`config.mk`:
```
export PLATFORM = sky130hd
export DESIGN_NAME = hazard_unit
export DESIGN_NICKNAME = d
export VERILOG_FILES = /design/src/rtl/hazard_unit_pkg.sv /design/src/rtl/hazard_sat_counter.sv /design/src/rtl/hazard_unit.sv
export SDC_FILE = /design/constraint.sdc
export NUM_CORES = 1
export LEC_CHECK = 0
export CAP_MARGIN = 15
export CELL_PAD_IN_SITES_DETAIL_PLACEMENT = 1
export CELL_PAD_IN_SITES_GLOBAL_PLACEMENT = 2
export CORE_ASPECT_RATIO = 1.2
export CORE_UTILIZATION = 27
export CTS_CLUSTER_SIZE = 14
export DETAILED_ROUTE_END_ITERATION = 10
export HOLD_SLACK_MARGIN = 0.15
export PLACE_DENSITY = 0.85
export SYNTH_ARGS = -nofsm -noshare
export SYNTH_HDL_FRONTEND = slang
export SYNTH_SLANG_ARGS = --single-unit
```
`constraint.sdc`:
```
create_clock -name clk -period 2.6 [get_ports clk]
set_input_delay 0.52 -clock clk [delete_from_list [all_inputs] [get_ports clk]]
set_output_delay 0.52 -clock clk [all_outputs]
set_load 0.02 [all_outputs]
```
`src/rtl/hazard_unit_pkg.sv`:
```
// Shared pipeline constants for the hazard/forwarding logic: register index
// width, the architectural zero register and the EXEC forwarding select encoding.
package hazard_unit_pkg;

   localparam int REG_IDX_W = 5;

   localparam logic [REG_IDX_W-1:0] ZERO_REG = '0;

   localparam logic [1:0] FWD_NONE = 2'b00;
   localparam logic [1:0] FWD_MEM  = 2'b01;
   localparam logic [1:0] FWD_WB   = 2'b10;

endpackage

```
`src/rtl/hazard_sat_counter.sv`:
```
// Event counter that increments on each enabled cycle and sticks at all-ones
// rather than wrapping, so a long-running monitor never reports a small count.
module hazard_sat_counter #(
   parameter int CNT_W = 32
) (
   input  logic             clk,
   input  logic             rst_n,
   input  logic             en,
   output logic [CNT_W-1:0] count
);

   localparam logic [CNT_W-1:0] CNT_ONE = {{(CNT_W-1){1'b0}}, 1'b1};

   always_ff @(posedge clk or negedge rst_n) begin
      if (!rst_n) begin
         count <= '0;
      end else if (en && (count != '1)) begin
         count <= count + CNT_ONE;
      end
   end

endmodule

```
`src/rtl/hazard_unit.sv`:
```
// Hazard detection and forwarding control for the FETCH/EXEC/MEM/WB pipeline.
// All hazard outputs are combinational; only the two performance counters are clocked.
module hazard_unit
   import hazard_unit_pkg::*;
#(
   parameter int CNT_W = 32
) (
   input  logic                 clk,
   input  logic                 rst_n,
   input  logic                 MEM_rd_reg_write,
   input  logic                 WB_rd_reg_write,
   input  logic [REG_IDX_W-1:0] EXEC_rs1,
   input  logic [REG_IDX_W-1:0] EXEC_rs2,
   input  logic [REG_IDX_W-1:0] MEM_rd,
   input  logic [REG_IDX_W-1:0] WB_rd,
   input  logic [REG_IDX_W-1:0] WB_rd_skid,
   input  logic [REG_IDX_W-1:0] FETCH_rs1,
   input  logic [REG_IDX_W-1:0] FETCH_rs2,
   input  logic [REG_IDX_W-1:0] EXEC_rd,
   input  logic                 EXEC_mem2reg,
   input  logic                 BRA,
   input  logic                 JMP,
   input  logic                 FETCH_valid,
   input  logic                 MEM_valid,
   output logic [1:0]           FWD_rs1,
   output logic [1:0]           FWD_rs2,
   output logic                 FWD_rs1_fetch,
   output logic                 FWD_rs2_fetch,
   output logic                 FETCH_stall,
   output logic                 EXEC_stall,
   output logic                 EXEC_flush,
   output logic                 MEM_flush,
   output logic [CNT_W-1:0]     stall_cnt,
   output logic [CNT_W-1:0]     flush_cnt
);

   logic mem_hit_rs1, mem_hit_rs2;
   logic wb_hit_rs1, wb_hit_rs2;
   logic redirect, load_stall;

   assign mem_hit_rs1 = MEM_rd_reg_write && (MEM_rd != ZERO_REG) && (EXEC_rs1 == MEM_rd);
   assign mem_hit_rs2 = MEM_rd_reg_write && (MEM_rd != ZERO_REG) && (EXEC_rs2 == MEM_rd);
   assign wb_hit_rs1  = WB_rd_reg_write && (WB_rd != ZERO_REG) && (EXEC_rs1 == WB_rd);
   assign wb_hit_rs2  = WB_rd_reg_write && (WB_rd != ZERO_REG) && (EXEC_rs2 == WB_rd);

   // MEM holds the younger producer, so it takes priority over WB.
   always_comb begin
      FWD_rs1 = FWD_NONE;
      FWD_rs2 = FWD_NONE;
      if (mem_hit_rs1)     FWD_rs1 = FWD_MEM;
      else if (wb_hit_rs1) FWD_rs1 = FWD_WB;
      if (mem_hit_rs2)     FWD_rs2 = FWD_MEM;
      else if (wb_hit_rs2) FWD_rs2 = FWD_WB;
   end

   assign FWD_rs1_fetch = WB_rd_reg_write && (WB_rd_skid != ZERO_REG) && (FETCH_rs1 == WB_rd_skid);
   assign FWD_rs2_fetch = WB_rd_reg_write && (WB_rd_skid != ZERO_REG) && (FETCH_rs2 == WB_rd_skid);

   assign redirect   = MEM_valid && (BRA || JMP);
   assign load_stall = FETCH_valid && EXEC_mem2reg && (EXEC_rd != ZERO_REG) &&
                       ((FETCH_rs1 == EXEC_rd) || (FETCH_rs2 == EXEC_rd));

   // A redirect makes the FETCH instruction wrong-path, so stalling it is pointless.
   assign FETCH_stall = load_stall && !redirect;
   assign EXEC_stall  = load_stall && !redirect;
   assign EXEC_flush  = redirect || load_stall;
   assign MEM_flush   = redirect;

   hazard_sat_counter #(.CNT_W(CNT_W)) u_stall_cnt (
      .clk   (clk),
      .rst_n (rst_n),
      .en    (FETCH_stall),
      .count (stall_cnt)
   );

   hazard_sat_counter #(.CNT_W(CNT_W)) u_flush_cnt (
      .clk   (clk),
      .rst_n (rst_n),
      .en    (MEM_flush),
      .count (flush_cnt)
   );

endmodule

```
==> results of run 1 <==
path summary, 6_finish.rpt:
| check | slack (ns) | startpoint | end | depth (start not counted) |
|---|---|---|---|---|
| worst max-delay path | 0.02 | MEM_rd[4] | FWD_rs2[1] | 7 |
| worst min-delay path | 0.37 | rst_n | u_stall_cnt.count[18] | 2 |
| worst max register to register | 0.33 | u_stall_cnt.count[0] | u_stall_cnt.count[31] | 7 |
| worst min register to register | 0.48 | u_stall_cnt.count[27] | u_stall_cnt.count[27] | 1 |
| max in group asynchronous | 1.67 | rst_n | u_flush_cnt.count[16] | 2 |
| min in group clk | 0.48 | u_stall_cnt.count[27] | u_stall_cnt.count[27] | 1 |
kinds of logic after synthesis:
| family | Yosys count | share of synthesized area [%] |
|---|---|---|
| flops | 64 | 45.0 |
| simple gates | 157 | 25.4 |
| fa+ha+maj | 2 | 0.703 |
| compound gates | 8 | 1.62 |
| xor+xnor | 102 | 25.1 |
| mux | 1 | 0.316 |
| buf+inv | 14 | 1.83 |
state kept, by name (all words and copies together) (netlist names):
name	cells
u_stall_cnt.count	32
u_flush_cnt.count	32
final cells by class:
cell class / count / area [µm²]
fillers: 1430 / 7130
multi-input cells: 270 / 1990
flip-flops and latches: 64 / 1600
repair buffers: 169 / 1520
clock buffers: 12 / 267
well taps: 164 / 205
clock inverters: 4 / 51.3
inverters: 7 / 26.3
metal layers:
metal | vias up | global-route usage, % | share of wire, %
li1 | 1565 | - | -
met2 | 103 | 30.6 | 51
met1 | 1616 | 19.5 | 41
met4 | 0 | 6.93 | 1.9
met5 | - | 0 | 0
met3 | 16 | 3.97 | 6.5
where the power goes:
part | internal [µW] | total (µW) | switching [µW]
clock | 820 | 1260 | 443
combinational | 299 | 582 | 283
sequential | 1060 | 1140 | 79.0
repair_timing:
| item | in CTS | in global routing |
|---|---|---|
| gates cloned | 0 | 0 |
| pin swaps | 10 | 8 |
| gates resized for setup | 66 | 25 |
| hold endpoints to repair | 0 | 0 |
| setup buffers | 3 | 2 |
| setup endpoints to repair | 9 | 8 |
stage by stage:
stage / setup slack [ns] / area [µm²] / instances
floorplan: 0.0365 / 3560 / 348
global placement: -0.771 / 5270 / 670
detailed placement: -0.801 / 5270 / 670
CTS: 0.00775 / 5630 / 689
global route: -0.000932 / 5660 / 690
finish: 0.0243 / 5660 / 690
synth_stat cells:
| library cell | n |
|---|---|
| or3_1 | 1 |
| nand3_1 | 35 |
| and3_1 | 11 |
| nand2_1 | 34 |
| and4_1 | 5 |
| and4_4 | 1 |
| buf_2 | 1 |
| nor4_2 | 3 |
| o21ai_0 | 3 |
| buf_4 | 3 |
| nor2b_1 | 1 |
| or4_4 | 1 |
| dfrtp_1 | 64 |
| and3_2 | 1 |
| o21ai_2 | 2 |
| inv_1 | 7 |
| nor3_2 | 2 |
| or4_1 | 5 |
| xor2_1 | 37 |
| nor4b_1 | 1 |
| mux2_2 | 1 |
| nand4_1 | 15 |
| nand3_2 | 1 |
| nor3b_2 | 1 |
| or4b_4 | 1 |
| o22ai_1 | 1 |
| xnor2_1 | 65 |
| nand4_4 | 1 |
| o22a_1 | 1 |
| ha_1 | 2 |
| clkbuf_1 | 3 |
| nor4_1 | 13 |
| nor2_1 | 11 |
| o311a_1 | 1 |
| nor3_1 | 9 |
| and2_1 | 4 |
critical path, cell delays in order:
cell             delay (ns)
clkdlybuf4s15_1        0.20
or4_4                  0.44
o21ai_4                0.17
buf_6                  0.13
nor4_4                 0.04
nor4_2                 0.33
buf_2                  0.22
==> impl_metrics.py, run 1 <==
metrics = {
    "outcome": {
        "outcome": "completed",
    },
    "cells_and_area": {
        "fin_nets": 572,
        "layout_common_cells": "87 x clkdlybuf4s50_1, 65 x xnor2_1, 64 x dfrtp_1",
        "antennaDiodeCount": 0,
        "drive_gt1_share_pct": 19.4,
        "syn2layout_area_growth_pct": 58.9,
        "final_common_cell": "clkdlybuf4s50_1",
        "final_util_pct": 44.2,
    },
    "global_routing": {
        "grt_pass1_wl_um": 18300,
        "grt_max_degree": 65,
        "grt_pass1_vias": 3586,
        "grt_remaining_overflow": 0,
        "antenna_found_initial": 0,
        "gr-usage-all-layers_pct": 17.1,
    },
    "sta": {
        "timing.final.crit_period_ns": 2.58,
        "skew_ns": 0.00895,
        "fmaxAchievable_ghz": 0.388,
        "whs_ns": 0.372,
        "slew_headroom_pct": 45.1,
        "slew_violations": 0,
        "period_share_pct": 99.1,
        "setup_viol_count_final": 0,
        "final.setup.tns_ns": 0,
        "hold_violations": 0,
        "max_slew.worst_pin.slew_ns": 0.824,
    },
    "yosys": {
        "synth-warning-count": 0,
        "synth-seq-area-share_pct": 45.0,
        "synthesis.nets": 399,
        "yosysTopAreaCell": "dfrtp_1",
        "ys_ff_latch": 64,
        "synth_cell_types": 36,
        "synthTopCellsByArea": "dfrtp_1 45%, xnor2_1 16%, xor2_1 9.1%, nand3_1 4.9%, nand2_1 3.6%",
        "synth.avg_cell_area_um2": 10.2,
        "syn_inst": 348,
        "netlist_area_um2": 3560,
        "synth_top_area_share_pct": 45.0,
    },
    "routing": {
        "viasPerCell": 4.78,
        "first_pass_iters": 4,
        "post_drt_wl_per_cell_um": 16.5,
        "num_vias": 3300,
        "wl_um": 11400,
        "drt_iter0_drc": 94,
        "ant_nets": 0,
        "drc": 0,
    },
    "clock_network": {
        "cts_tree": "yes",
        "cts.path.max_buffers": 2,
        "cts_num_sinks": 64,
        "numCtsBuffers": 9,
        "ctsHoldBuffers": 0,
        "clk_pin_slew_ns": 0.05,
        "root_buffer": "clkbuf_16",
        "clock_latency_ns": 0.33,
        "htreeDepth": 3,
    },
    "floorplan": {
        "die_x_um": 107,
        "start_util_pct": 27.9,
        "fp.dieH_um": 128,
        "rows": 45,
        "die-area_um2": 13600,
        "ios": 123,
        "coreArea_um2": 12800,
    },
    "placement": {
        "gp_congestion": 0.770,
        "port_buffers": 122,
        "hpwl_um": 8690,
    },
    "worst_setup_path": {
        "critPathKind": "input pin to primary output",
        "cp.arrival_ns": 2.06,
        "cp.required_ns": 2.08,
        "crit_path_start_kind": "input pin",
        "critPathMaxFanout": 2,
        "crit_path_end_kind": "primary output",
    },
    "hold_path": {
        "hp-class": "input pin to asynchronous set/reset pin",
    },
    "flow_run": {
        "maxCapViolCount": 0,
    },
    "power_and_ir_drop": {
        "power_uw": 2980,
        "power.density_nw_per_um2": 527,
        "leakagePower_uw": 0.00247,
        "irDropWorstVdd_v": 0.000365,
    },
}
No activity file was read; power rests on OpenSTA's default activity.
==> run 2, diff against run 1 <==
--- a/config.mk
+++ b/config.mk
@@ -12,6 +12,7 @@
 export CORE_UTILIZATION = 27
 export CTS_CLUSTER_SIZE = 14
 export DETAILED_ROUTE_END_ITERATION = 10
+export GPL_ROUTABILITY_DRIVEN = 0
 export HOLD_SLACK_MARGIN = 0.15
 export PLACE_DENSITY = 0.85
 export SYNTH_ARGS = -nofsm -noshare
==> results of run 2 <==
No change in the layout: final DEF, timing and power equal those of run 1.
